==> config.mk <==
export PLATFORM = sky130hd
export DESIGN_NAME = mul_issue_ctrl
export DESIGN_NICKNAME = d
export VERILOG_FILES = /design/src/rtl/mul_issue_ctrl.sv
export SDC_FILE = /design/constraint.sdc
export NUM_CORES = 1
export LEC_CHECK = 0
export CAP_MARGIN = 20
export CORE_ASPECT_RATIO = 0.8
export CORE_MARGIN = 10
export CORE_UTILIZATION = 41
export DETAILED_ROUTE_END_ITERATION = 16
export PLACE_DENSITY = 0.86
export SYNTH_ARGS = -nofsm -noshare
export SYNTH_HDL_FRONTEND = slang
export SYNTH_SLANG_ARGS = --single-unit
==> constraint.sdc <==
create_clock -name clk -period 3.95 [get_ports clk]
set_clock_uncertainty 0.05 [all_clocks]
set_input_delay 0.79 -clock clk [delete_from_list [all_inputs] [get_ports clk]]
set_output_delay 0.79 -clock clk [all_outputs]
set_load 0.005 [all_outputs]
==> src/rtl/mul_issue_ctrl.sv <==
`default_nettype none
// ============================================================================
// Module      : mul_issue_ctrl (+ mul_issue_pkg)
// Description : Issue/writeback control between the multiply reservation
//               station and a shift-add multiplier, with CDB broadcast.
// Revision    : 1.0 - initial release
// ============================================================================

package mul_issue_pkg;
  localparam int BR_TAG_W = 4;

  typedef struct packed {
    logic                sign;
    logic [BR_TAG_W-1:0] tag;
  } branch_tag_t;
endpackage

module mul_issue_ctrl
  import mul_issue_pkg::*;
#(
  parameter int XLEN      = 32,
  parameter int ROB_IDX_W = 5
) (
  input  logic                 clk,
  input  logic                 rst_n,
  input  logic                 issue_valid,
  output logic                 issue_ready,
  input  logic [2:0]           issue_funct3,
  input  logic [XLEN-1:0]      issue_rs1,
  input  logic [XLEN-1:0]      issue_rs2,
  input  logic [ROB_IDX_W-1:0] issue_rob_idx,
  input  branch_tag_t          issue_br_tag,
  input  logic                 flush,
  input  branch_tag_t          flush_tag,
  output logic                 mul_start,
  output logic [1:0]           mul_type,
  output logic [XLEN-1:0]      mul_a,
  output logic [XLEN-1:0]      mul_b,
  output branch_tag_t          mul_br_tag,
  input  logic [2*XLEN-1:0]    mul_p,
  input  logic                 mul_done,
  output logic                 mul_result_taken,
  output logic                 cdb_req,
  input  logic                 cdb_grant,
  output logic [ROB_IDX_W-1:0] cdb_rob_idx,
  output logic [XLEN-1:0]      cdb_data
);

  typedef enum logic [1:0] {
    S_IDLE  = 2'd0,
    S_START = 2'd1,
    S_WAIT  = 2'd2,
    S_RESP  = 2'd3
  } state_t;

  state_t                 r_state;
  state_t                 w_state_nxt;
  logic [1:0]             r_mul_type;
  logic [XLEN-1:0]        r_a;
  logic [XLEN-1:0]        r_b;
  logic [XLEN-1:0]        r_result;
  logic [ROB_IDX_W-1:0]   r_rob_idx;
  branch_tag_t            r_tag;
  logic                   r_sel_lo;
  logic [BR_TAG_W-1:0]    w_tag_and;
  logic                   w_match;
  logic                   w_kill;
  logic                   w_accept;
  logic [1:0]             w_type;

  // Same-sign flush kills descendants of the flushed tag; opposite sign kills ancestors.
  always_comb begin
    w_tag_and = r_tag.tag & flush_tag.tag;
    if (r_tag.sign == flush_tag.sign) w_match = (w_tag_and == flush_tag.tag);
    else                              w_match = (w_tag_and == r_tag.tag);
  end

  assign w_kill = flush && w_match;

  always_comb begin
    case (issue_funct3)
      3'b001:  w_type = 2'b01;
      3'b010:  w_type = 2'b10;
      default: w_type = 2'b00;
    endcase
  end

  always_comb begin
    w_state_nxt      = r_state;
    issue_ready      = 1'b0;
    mul_start        = 1'b0;
    mul_result_taken = 1'b0;
    cdb_req          = 1'b0;
    case (r_state)
      S_IDLE: begin
        issue_ready = rst_n && !flush;
        if (issue_valid && rst_n && !flush) w_state_nxt = S_START;
      end
      S_START: begin
        // Start is withheld on any flush: the multiplier checks flush against a stale tag while idle.
        mul_start = !flush;
        if (w_kill)      w_state_nxt = S_IDLE;
        else if (!flush) w_state_nxt = S_WAIT;
      end
      S_WAIT: begin
        if (w_kill) begin
          w_state_nxt = S_IDLE;
        end else if (mul_done) begin
          mul_result_taken = 1'b1;
          w_state_nxt      = S_RESP;
        end
      end
      S_RESP: begin
        cdb_req = !w_kill;
        if (w_kill || cdb_grant) w_state_nxt = S_IDLE;
      end
      default: w_state_nxt = S_IDLE;
    endcase
  end

  assign w_accept = issue_valid && issue_ready;

  always_ff @(posedge clk) begin
    if (!rst_n) begin
      r_state    <= S_IDLE;
      r_mul_type <= 2'b00;
      r_a        <= '0;
      r_b        <= '0;
      r_result   <= '0;
      r_rob_idx  <= '0;
      r_tag      <= '0;
      r_sel_lo   <= 1'b0;
    end else begin
      r_state <= w_state_nxt;
      if (w_accept) begin
        r_mul_type <= w_type;
        r_a        <= issue_rs1;
        r_b        <= issue_rs2;
        r_rob_idx  <= issue_rob_idx;
        r_tag      <= issue_br_tag;
        r_sel_lo   <= (issue_funct3 == 3'b000);
      end
      if (mul_result_taken) begin
        r_result <= r_sel_lo ? mul_p[XLEN-1:0] : mul_p[2*XLEN-1:XLEN];
      end
    end
  end

  assign mul_type    = r_mul_type;
  assign mul_a       = r_a;
  assign mul_b       = r_b;
  assign mul_br_tag  = r_tag;
  assign cdb_rob_idx = r_rob_idx;
  assign cdb_data    = r_result;

endmodule

`default_nettype wire

Word level (Yosys, flattened, before mapping)
Index checks and enable logic that the tools add are counted.

Equality and inequality tests: 12. Muxes and demuxes: 16. Bitwise logic cells: 1. Reductions and logical operators: 11.

Operator list (count): two-way mux 32 bit (1); two-way mux 2 bit (6); equality test 4 bit (2); case mux 2 bit (4 select lines) (1); two-way mux 1 bit (7); inequality test 3 bit (second input constant) (2); logical AND 1 bit (5); AND 4 bit (1); equality test 2 bit (second input constant) (2); inequality test 2 bit (second input constant) (2); case mux 2 bit (2 select lines) (1); AND reduction 4 bit (1); equality test 3 x 1 -> 1 bit (second input constant) (1); equality test 3 x 2 -> 1 bit (second input constant) (1); zero test 3 bit (1); equality test 2 x 1 -> 1 bit (second input constant) (1); zero test 1 bit (2); zero test 2 bit (1); equality test 1 bit (1); logical OR 1 bit (1).

Register bits after elaboration: 111. Bits of input ports: 152. Output and inout port bits: 112. Logic and storage cells: 49.

Depth between registers and ports, before layout
Gate-level depths: netlist of the first run.

Word-level depth: 7. Mapped depth: 7.

Least setup slack after synthesis of the first run
OpenSTA, ideal clock, no wires.

Path type: input port to output port. Start: input flush_tag[1] in the netlist's numbering. End: output cdb_req. Arrival time: 1.737 ns. Path slack: 1.373 ns. Cell stages on the path: 6. Buffers on the path: 2. Cell sequence: a222oi_1 -> and3_1 -> or2_1 -> buf_4 -> buf_6 -> nor2_1.

Word-level cells in the longest chain between the ends: 6. Elaborated cells between the ends (all ways): 7.

RTL lines: start, declared (RTL line 34) `input branch_tag_t flush_tag,`; AND 4 bit (RTL line 73) `w_tag_and = r_tag.tag & flush_tag.tag;`; equality test 4 bit, on equally long branches (RTL line 75, 74); two-way mux 1 bit * (RTL line 74) `if (r_tag.sign == flush_tag.sign) w_match = (w_tag_and == flush_tag.tag);`; logical AND 1 bit * (RTL line 78) `assign w_kill = flush && w_match;`; zero test 1 bit * (RTL line 114) `cdb_req = !w_kill;`; two-way mux 1 bit * (RTL line 94) `case (r_state)`; end, declared (RTL line 43) `output logic cdb_req,`.

Mark *: on every way between the ends. The rest lies on a longest branch, timed or not.

Worst setup path after layout of the first run
Start: input flush. End: output cdb_req.

Word-level cells in the longest chain between the ends: 3.

RTL lines: start, declared (RTL line 33) `input logic flush,`; logical AND 1 bit (RTL line 78); zero test 1 bit (RTL line 114); two-way mux 1 bit (RTL line 94).

No other way between the ends.

==> run summary, run 1 <==
Final TNS setup -> 0 ps
total number of nets in the final design -> 904
layout-stage area growth over the synthesis result -> 64.9%
# Max-Cap Violations -> 0
Top Ports -> 264
worst hold slack -> 404 ps
Placement Rows -> 34
Register Area -> 2220 um2
remaining number of nets flagged by the antenna check after routing -> 0
Via density -> 5.01
Netlist Area Pre-Place -> 4490 um2
internal power contribution -> 1.87 mW
non-filler cells in the finished layout -> 900
vias -> 4511
Worst Setup Path Type -> in2out
cells taking the most area after synthesis -> dfxtp_1 (50%), nand2_1 (15%), a21oi_1 (8.7%)
number of levels the H-tree was split into -> 3
Inserted Clock Buffers -> 9
Antenna Diode Count -> 0
number of unique standard cell types used by synthesis -> 33
fraction of power spent switching nets -> 0.224
source of the worst register-to-register timing path -> r_state[0]
CTS sink count -> 111
die extent in x -> 137 um
fmax -> 286 MHz
layout cells sized above 1 -> 0.0661
post-route minimum period -> 3490 ps
clock tree from TritonCTS -> done
leakage dissipation -> 2.48 nW
final routed wire length divided by cell count -> 18.2 um
antenna violations before repair -> 0
Placeable Area -> 10800 um2
Cells after Synth -> 513
y dimension of the die -> 114 um
post-cts resize count -> 0
Clock Power Share -> 0.365
remaining design rule violation count -> 0
maximum number of pins on one net before global-route repair -> 68
run status -> finished clean
sequential cell fraction of total power -> 0.488
wire length of the first global-routing pass -> 25.2 mm
cell count of the worst hold path -> 2
Cells after DPL -> 885
clock root cell -> clkbuf_16
portion of synthesized cell area occupied by the leading cell type -> 0.495
highest-count cells in the layout ignoring fill and taps -> clkdlybuf4s50_1 (263), nand2_1 (184), dfxtp_1 (110)
worst skew pair latency -> 340 ps
signal arrival time at the worst endpoint -> 2650 ps
RePlAce Congestion -> 0.892
post-synth top area cell -> dfxtp_1
total routed wirelength -> 16.4 mm
logic gate share of total power -> 0.147
Net Count, Synth -> 665
sequential-to-total area share from yosys stat -> 0.495
final period utilization -> 0.884
Detail Placement HPWL -> 12.8 mm
Critical Path Source Type -> input pin
number of global-route vias before repair -> 4645
aggregate global-route resource usage -> 0.200
crit end category -> output pin
Tightest Hold Check Type -> reg2reg
number of synthesized register bits -> 111
Max Buffers Root-to-Sink -> 2
Final Max Slew Viols -> 0
count of endpoints failing hold in the final timing report -> 0
setup slack of the most critical reg-to-reg path -> 1780 ps
starting density of the core -> 0.417
Die Area -> 15600 um2
post-route total power -> 2.40 mW
count of buffers inserted at the top-level ports -> 263
Peak supply drop -> 263 uV
Required @ worst endpoint -> 3110 ps
Reg clk slew, reported paths -> 70 ps
end point of the worst hold path -> cdb_rob_idx[0]
final design instance area without fill -> 7400 um2
global route overflow -> 0
Post-Synthesis Mean Instance Area -> 8.74 um2
detailed-router iteration count before antenna repair -> 6
Worst slew margin -> 0.333
worst r2r dst -> mul_a[23]
Post-CTS Setup Bufs -> 0
logic depth of the worst register-to-register path -> 5
startpoint of the lowest-slack hold path -> cdb_rob_idx[0]
number of warnings issued by yosys -> 0
setup repair after global routing missed its margin -> no
most common cell after layout, fill and taps aside -> clkdlybuf4s50_1
P_sw -> 538 uW
PwrDens -> 325 nW/um2
cell area after placement -> 7110 um2
number of setup violations in the final report -> 0
quantity of hold-fixing buffers added after cts -> 0
area of combinational cells with multiple inputs -> 1980 um2
number of design-rule violations left by the first detailed-router iteration -> 241
largest fanout of any net on the critical path -> 6
Fillers -> 843
transition time at the pin with the least slew margin -> 1000 ps
[power by group through the flow]
stage | clock [mW] | combinational (mW) | sequential (mW)
2_1_floorplan | 0 | 0.118 | 1.20
5_1_grt | 0.945 | 0.382 | 1.18
6_report | 0.876 | 0.354 | 1.17
3_5_place_dp | 0 | 0.354 | 1.20
3_3_place_gp | 0 | 0.348 | 1.20
4_1_cts | 0.897 | 0.357 | 1.17
[sequential cells by signal, summed over array words and instances (netlist names)]
name,flops
r_sel_lo,1
cdb_rob_idx,5
mul_br_tag,5
mul_type,2
mul_a,32
cdb_data,32
mul_b,32
r_state,2
[worst max-delay path by stage]
stage | from | depth (start not counted) | slack [ps] | endpoint
after detailed placement | flush | 6 | 440 | cdb_req
after CTS | flush | 6 | 430 | cdb_req
after global placement | flush | 6 | 450 | cdb_req
final | flush | 6 | 460 | cdb_req
after floorplan | flush_tag[1] | 6 | 1370 | cdb_req
after global routing | flush | 6 | 350 | cdb_req
[kinds of logic after synthesis]
group / Yosys count / synth area share
AO/OA/AOI/OAI: 116 / 0.178
multiplexers: 33 / 0.0736
buffers and inverters: 49 / 0.0633
AND/OR/NAND/NOR: 203 / 0.188
XOR/XNOR: 1 / 0.00195
flip-flops: 111 / 0.495
[Yosys cell counts]
library cell,instances
nand2_1,184
dfxtp_1,111
a21oi_1,78
mux2i_1,33
o221a_2,21
clkbuf_1,18
buf_2,11
o221a_1,11
buf_6,9
buf_4,5
inv_1,5
nor2_1,5
nor3b_1,2
a2111oi_0,1
a211oi_1,1
a21boi_0,1
a222oi_1,1
and2_1,1
and3_1,1
clkinv_1,1
nand2_2,1
nand2b_1,1
nand3_1,1
nor3_1,1
nor3_2,1
nor4_1,1
nor4_4,1
nor4b_2,1
nor4b_4,1
o21ai_0,1
o221ai_1,1
or2_1,1
xnor2_1,1
[metrics by stage]
step | utilization | worst slack [ps]
floorplan | - | 1370
global placement | 0.661 | 455
detailed placement | 0.661 | 442
CTS | 0.687 | 434
global route | 0.687 | 349
finish | 0.687 | 458
[layout make-up]
type | instances | area share
Timing Repair Buffer | 271 | 0.366
Sequential cell | 111 | 0.301
Multi-Input combinational cell | 353 | 0.268
Clock buffer | 12 | 0.0320
Tap cell | 144 | 0.0244
Clock inverter | 3 | 0.00609
Inverter | 6 | 0.00305
[worst max-delay path, cell delays in order]
cell and delay (ps):
clkdlybuf4s50_1 540, a21boi_0 180, and3_1 240, or2_1 240
nor2_1 110, clkdlybuf4s50_1 540
[layer usage]
layer	share of wire	GRT usage	wire length [um]	vias up
met1	0.39	0.219	6350	2101
met2	0.51	0.359	8370	180
met3	0.092	0.0782	1500	11
met4	0.010	0.0414	170	0
li1	-	-	-	2219
met5	0	0	0	-
Note: power is estimated with default switching activity, not from simulation.
==> run 2: changes to the inputs <==
--- a/config.mk
+++ b/config.mk
@@ -8,9 +8,10 @@
 export CAP_MARGIN = 20
 export CORE_ASPECT_RATIO = 0.8
 export CORE_MARGIN = 10
-export CORE_UTILIZATION = 41
+export CORE_UTILIZATION = 55
 export DETAILED_ROUTE_END_ITERATION = 16
-export PLACE_DENSITY = 0.86
+export DONT_BUFFER_PORTS = 1
+export PLACE_DENSITY = 0.7
 export SYNTH_ARGS = -nofsm -noshare
 export SYNTH_HDL_FRONTEND = slang
 export SYNTH_SLANG_ARGS = --single-unit
==> run 2 against run 1 <==
  * Die area down 22%
  * Via count down 22%
  * Final area down 37%
  * First-iteration DRC count up 11%
  * Global-route usage up 0.41 points
  * Critical path type is now reg2out
==> run summary, run 2 (synthesis results as in run 1) <==
number of design-rule violations left by the first detailed-router iteration -> 268 (+11%)
largest fanout of any net on the critical path -> 3 (-3)
final routed wire length divided by cell count -> 22.0 um (+21%)
wire length of the first global-routing pass -> 19.9 mm (-21%)
final period utilization -> 0.685 (-0.199)
Clock Power Share -> 0.346 (-0.019)
crit-path cells -> inv_1, a222oi_1, and3_1, or2_1, nor2_1
Tightest Hold Check Type -> reg2reg
post-route minimum period -> 2710 ps (-786 ps)
remaining design rule violation count -> 0 (unchanged)
layout-stage area growth over the synthesis result -> 3.68%
count of endpoints failing hold in the final timing report -> 0 (unchanged)
final core utilization -> 0.585 (-0.102)
Worst Setup Path Type -> reg2out
Fillers -> 708 (-16%)
Max Buffers Root-to-Sink -> 2 (unchanged)
Post-CTS Setup Bufs -> 0 (unchanged)
maximum number of pins on one net before global-route repair -> 48 (-29%)
count of buffering cells on the critical path with inverters included -> 1 (-1)
logic depth of the worst register-to-register path -> 5 (unchanged)
count of buffers inserted at the top-level ports -> 0 (-100%)
Placement Rows -> 29 (-15%)
Post-Place Worst Slack -> 1380 ps (+940 ps)
Critical Path Source Type -> flip-flop
internal power contribution -> 1.51 mW (-19%)
aggregate global-route resource usage -> 0.204 (+0.00409)
worst r2r dst -> mul_type[0]
Cells after DPL -> 586 (-34%)
Required @ worst endpoint -> 3110 ps (about the same)
clock tree from TritonCTS -> done
RePlAce Congestion -> 0.782 (-12%)
quantity of hold-fixing buffers added after cts -> 0 (unchanged)
CTS sink count -> 111 (unchanged)
end point of the worst hold path -> mul_b[1]
Final TNS setup -> 0 ps (unchanged)
Placeable Area -> 7950 um2 (-26%)
clock root cell -> clkbuf_8
global route overflow -> 0 (unchanged)
highest-count cells in the layout ignoring fill and taps -> nand2_1 (184), dfxtp_1 (110), a21oi_1 (78)
number of levels the H-tree was split into -> 3 (unchanged)
Detail Placement HPWL -> 10.1 mm (-21%)
setup repair after global routing missed its margin -> no
number of global-route vias before repair -> 3493 (-25%)
fin worst setup slack -> 1240 ps (+786 ps)
remaining number of nets flagged by the antenna check after routing -> 0 (unchanged)
total number of nets in the final design -> 641 (-29%)
fmax -> 370 MHz (+29%)
setup slack of the most critical reg-to-reg path -> 1780 ps (about the same)
post-cts resize count -> 0 (unchanged)
Levels on crit path -> 5 (-1)
Top Ports -> 264 (unchanged)
cell count of the worst hold path -> 2 (unchanged)
Final Max Slew Viols -> 0 (unchanged)
transition time at the pin with the least slew margin -> 937 ps (-63.2 ps)
starting density of the core -> 0.564 (+0.148)
worst skew pair latency -> 360 ps (+20 ps)
sequential cell fraction of total power -> 0.594 (+0.106)
logic gate share of total power -> 0.061 (-0.086)
Via density -> 5.84 (+17%)
Die Area -> 12200 um2 (-22%)
Worst slew margin -> 0.375 (+0.0421)
slowest library cell on the worst path -> a222oi_1
startpoint of the lowest-slack hold path -> mul_b[1]
post-route total power -> 1.99 mW (-17%)
y dimension of the die -> 101 um (-11%)
layout cells sized above 1 -> 0.107 (+0.0411)
crit end category -> output pin
Antenna Diode Count -> 0 (unchanged)
leakage dissipation -> 1.48 nW (-40%)
fraction of power spent switching nets -> 0.242 (+0.0177)
detailed-router iteration count before antenna repair -> 4 (-2)
stage delay of the slowest cell on the critical path -> 470 ps (-70 ps)
vias -> 3516 (-22%)
signal arrival time at the worst endpoint -> 1870 ps (-780 ps)
antenna violations before repair -> 0 (unchanged)
# Max-Cap Violations -> 0 (unchanged)
PwrDens -> 429 nW/um2 (+32%)
non-filler cells in the finished layout -> 602 (-33%)
Reg clk slew, reported paths -> 100 ps (+30 ps)
Inserted Clock Buffers -> 9 (unchanged)
most common cell after layout, fill and taps aside -> nand2_1
P_sw -> 482 uW (-10%)
die extent in x -> 121 um (-12%)
number of setup violations in the final report -> 0 (unchanged)
source of the worst register-to-register timing path -> r_state[0]
run status -> finished clean
delay-heaviest family, CP -> simple AND/OR/NAND/NOR gates
total routed wirelength -> 13.3 mm (-19%)
Peak supply drop -> 257 uV (-2.1%)
[run 2: changes by cell type in the layout (fill, tap and decap cells not counted)]
cell / previous run / this run
buf_12: 1 / 0
clkdlybuf4s50_1: 263 / 0
clkbuf_1: 3 / 1
buf_16: 0 / 1
clkinv_4: 0 / 3
clkbuf_8: 0 / 10
clkinvlp_4: 2 / 0
inv_6: 0 / 1
clkbuf_16: 9 / 0
[run 2: power groups by stage]
stage               combinational, mW  clock [mW]  sequential (mW)
floorplan                       0.118           0             1.20
global placement                0.116           0             1.21
detailed placement              0.122           0             1.21
CTS                             0.121       0.711             1.19
global route                    0.137       0.751             1.19
finish                          0.121       0.689             1.18
[run 2: layer usage]
layer / routed length, um / GRT usage / vias to the layer above
li1: - / - / 1693
met1: 4480 / 0.205 / 1617
met2: 6580 / 0.343 / 184
met3: 1910 / 0.123 / 22
met4: 291 / 0.0759 / 0
met5: 0 / 0 / -
[run 2: area by class of cell]
class                           instances  area, um2  share of cell area
Clock buffer                           11        141              0.0304
Multi-Input combinational cell        353       1980               0.426
Clock inverter                          5       65.1              0.0140
Timing Repair Buffer                    8       80.1              0.0172
Sequential cell                       111       2220               0.478
Tap cell                              108        135              0.0291
Inverter                                6       22.5             0.00484
[run 2: per-stage QoR]
step	hold slack, ps	area [um2]
floorplan	398	4490
global placement	421	4420
detailed placement	425	4440
CTS	439	4650
global route	446	4650
finish	435	4650
[run 2: how the worst max path moves through the flow]
stage                   from  endpoint  slack [ps]
5_1_grt        mul_br_tag[1]   cdb_req        1090
6_report       mul_br_tag[1]   cdb_req        1240
3_5_place_dp    flush_tag[1]   cdb_req        1380
4_1_cts        mul_br_tag[1]   cdb_req        1250
2_1_floorplan   flush_tag[1]   cdb_req        1370
3_3_place_gp    flush_tag[1]   cdb_req        1400
[run 2: tightest hold or removal path, cell delays in order, from the launching register on]
cell and delay (ps):
dfxtp_1 330, nand2_1 60, a21oi_1 50
==> run 3: changes to the inputs <==
==> constraint.sdc (replaced) <==
create_clock -name clk -period 2.7 [get_ports clk]
set_clock_uncertainty 0.05 [all_clocks]
set_input_delay 0.54 -clock clk [delete_from_list [all_inputs] [get_ports clk]]
set_output_delay 0.54 -clock clk [all_outputs]
set_load 0.005 [all_outputs]
==> run 3 against run 2 <==
  * Global-route usage decreased by 0.52 points
  * Die area unchanged
  * Via count decreased by 0.85%
  * Wire length decreased by 1.8%
  * Final area about the same
  * Sequential cell count unchanged
  * Largest power group unchanged
  * Highest routed layer unchanged
==> run summary, run 3 (synthesis results as in run 1) <==
Via density -> 5.76 (-1.3%)
number of levels the H-tree was split into -> 3 (unchanged)
antenna violations before repair -> 0 (unchanged)
final period utilization -> 0.919
Worst Setup Path Type -> reg2out
# Max-Cap Violations -> 0 (unchanged)
Die Area -> 12200 um2 (unchanged)
total number of nets in the final design -> 644 (+0.47%)
worst skew pair latency -> 350 ps (about the same)
Placeable Area -> 7950 um2 (unchanged)
Cells after DPL -> 588 (+0.34%)
highest-count cells in the layout ignoring fill and taps -> nand2_1 (184), dfxtp_1 (110), a21oi_1 (78)
global route overflow -> 0 (unchanged)
Peak supply drop -> 314 uV (+22%)
Final Max Slew Viols -> 0 (unchanged)
transition time at the pin with the least slew margin -> 942 ps (+5.04 ps)
quantity of hold-fixing buffers added after cts -> 0 (unchanged)
crit end category -> output pin
die extent in x -> 121 um (unchanged)
largest fanout of any net on the critical path -> 9 (+6)
worst hold slack -> 259 ps (-176 ps)
detailed-router iteration count before antenna repair -> 7 (+3)
vias -> 3486 (-0.85%)
remaining number of nets flagged by the antenna check after routing -> 0 (unchanged)
count of buffering cells on the critical path with inverters included -> 2 (+1)
stage delay of the slowest cell on the critical path -> 460 ps (about the same)
worst r2r dst -> cdb_data[28]
Worst slew margin -> 0.372 (-0.00336)
clock root cell -> clkbuf_8
delay-heaviest family, CP -> compound AO/OA/AOI/OAI gates
layout-stage area growth over the synthesis result -> 3.77% (about the same)
internal power contribution -> 2.12 mW (+40%)
Post-Place Worst Slack -> 207 ps (-1180 ps)
Max Buffers Root-to-Sink -> 2 (unchanged)
Antenna Diode Count -> 0 (unchanged)
y dimension of the die -> 101 um (unchanged)
logic gate share of total power -> 0.064 (+0.003)
PwrDens -> 608 nW/um2 (+42%)
crit-path cells -> inv_1, a222oi_1, and3_1, nor4_4, buf_4
Reg clk slew, reported paths -> 100 ps (about the same)
Top Ports -> 264 (unchanged)
non-filler cells in the finished layout -> 605 (+0.50%)
slowest library cell on the worst path -> a222oi_1
final routed wire length divided by cell count -> 21.5 um (-2.3%)
Required @ worst endpoint -> 2110 ps (-1000 ps)
Placement Rows -> 29 (unchanged)
count of endpoints failing hold in the final timing report -> 0 (unchanged)
setup slack of the most critical reg-to-reg path -> 640 ps (-1140 ps)
fmax -> 403 MHz
number of design-rule violations left by the first detailed-router iteration -> 213 (-21%)
setup repair after global routing missed its margin -> no
fraction of power spent switching nets -> 0.249 (+0.00722)
post-route total power -> 2.83 mW (+42%)
remaining design rule violation count -> 0 (unchanged)
final core utilization -> 0.586 (about the same)
post-route minimum period -> 2480 ps
maximum number of pins on one net before global-route repair -> 76 (+58%)
Clock Power Share -> 0.323 (-0.023)
source of the worst register-to-register timing path -> mul_br_tag[1]
RePlAce Congestion -> 0.792 (+1.2%)
Tightest Hold Check Type -> in2reg
Final TNS setup -> 0 ps (unchanged)
signal arrival time at the worst endpoint -> 1890 ps (+20 ps)
Detail Placement HPWL -> 10.0 mm (-0.82%)
final design instance area without fill -> 4650 um2 (about the same)
P_sw -> 704 uW (+46%)
Fillers -> 711 (+0.42%)
leakage dissipation -> 1.49 nW (+0.14%)
startpoint of the lowest-slack hold path -> issue_rs1[4]
cell area after placement -> 4460 um2 (+0.45%)
number of setup violations in the final report -> 0 (unchanged)
logic depth of the worst register-to-register path -> 6 (+1)
CTS sink count -> 111 (unchanged)
sequential cell fraction of total power -> 0.612 (+0.018)
starting density of the core -> 0.564 (unchanged)
end point of the worst hold path -> mul_a[4]
most common cell after layout, fill and taps aside -> nand2_1
aggregate global-route resource usage -> 0.199 (-0.00521)
wire length of the first global-routing pass -> 19.5 mm (-2.0%)
Critical Path Source Type -> flip-flop
total routed wirelength -> 13.0 mm (-1.8%)
clock tree from TritonCTS -> done
number of global-route vias before repair -> 3402 (-2.6%)
run status -> finished clean
layout cells sized above 1 -> 0.113 (+0.00539)
fin worst setup slack -> 219 ps (-1030 ps)
Inserted Clock Buffers -> 9 (unchanged)
cell count of the worst hold path -> 2 (unchanged)
count of buffers inserted at the top-level ports -> 0 (unchanged)
==> run 3: cell count changes in the layout (fill, tap and decap cells not counted) <==
cell,change
buf_12,+2
buf_16,-1
bufinv_16,-1
inv_8,+1
clkinv_4,-2
buf_4,+2
clkinvlp_4,+1
clkinv_2,+1
==> run 3: worst max-delay path by stage <==
stage                   from               end  slack (ps)  depth (start not counted)
2_1_floorplan   flush_tag[1]           cdb_req         620                          6
3_3_place_gp    flush_tag[1]  mul_result_taken         240                          4
3_5_place_dp    flush_tag[1]  mul_result_taken         210                          4
4_1_cts        mul_br_tag[1]  mul_result_taken         180                          5
5_1_grt        mul_br_tag[1]  mul_result_taken          90                          5
6_report       mul_br_tag[1]  mul_result_taken         220                          5
==> run 3: per-layer routing <==
metal  GRT usage  wire length [um]  up-vias
met4      0.0491               172        0
li1            -                 -     1697
met3       0.126              1880       14
met5           0                 0        -
met1       0.205              4550     1609
met2       0.335              6420      166
==> run 3: final cells by class <==
cell class / count / area, um2 / share of cell area
multi-input cells: 353 / 1980 / 0.426
clock inverters: 5 / 41.3 / 0.00887
repair buffers: 11 / 108 / 0.0231
well taps: 108 / 135 / 0.0290
clock buffers: 11 / 141 / 0.0304
flip-flops and latches: 111 / 2220 / 0.478
inverters: 6 / 22.5 / 0.00484
==> run 3: power groups by stage <==
stage	Combinational (mW)	Sequential (mW)	Clock [mW]
global placement	0.176	1.77	0
global route	0.205	1.74	1.01
detailed placement	0.182	1.77	0
CTS	0.182	1.73	0.951
finish	0.181	1.73	0.915
floorplan	0.173	1.75	0
==> run 3: repair_timing <==
action                                  in CTS  in global routing
endpoints found under the setup margin       1                  0
setup buffers                                1                  0
resized for setup                            0                  0
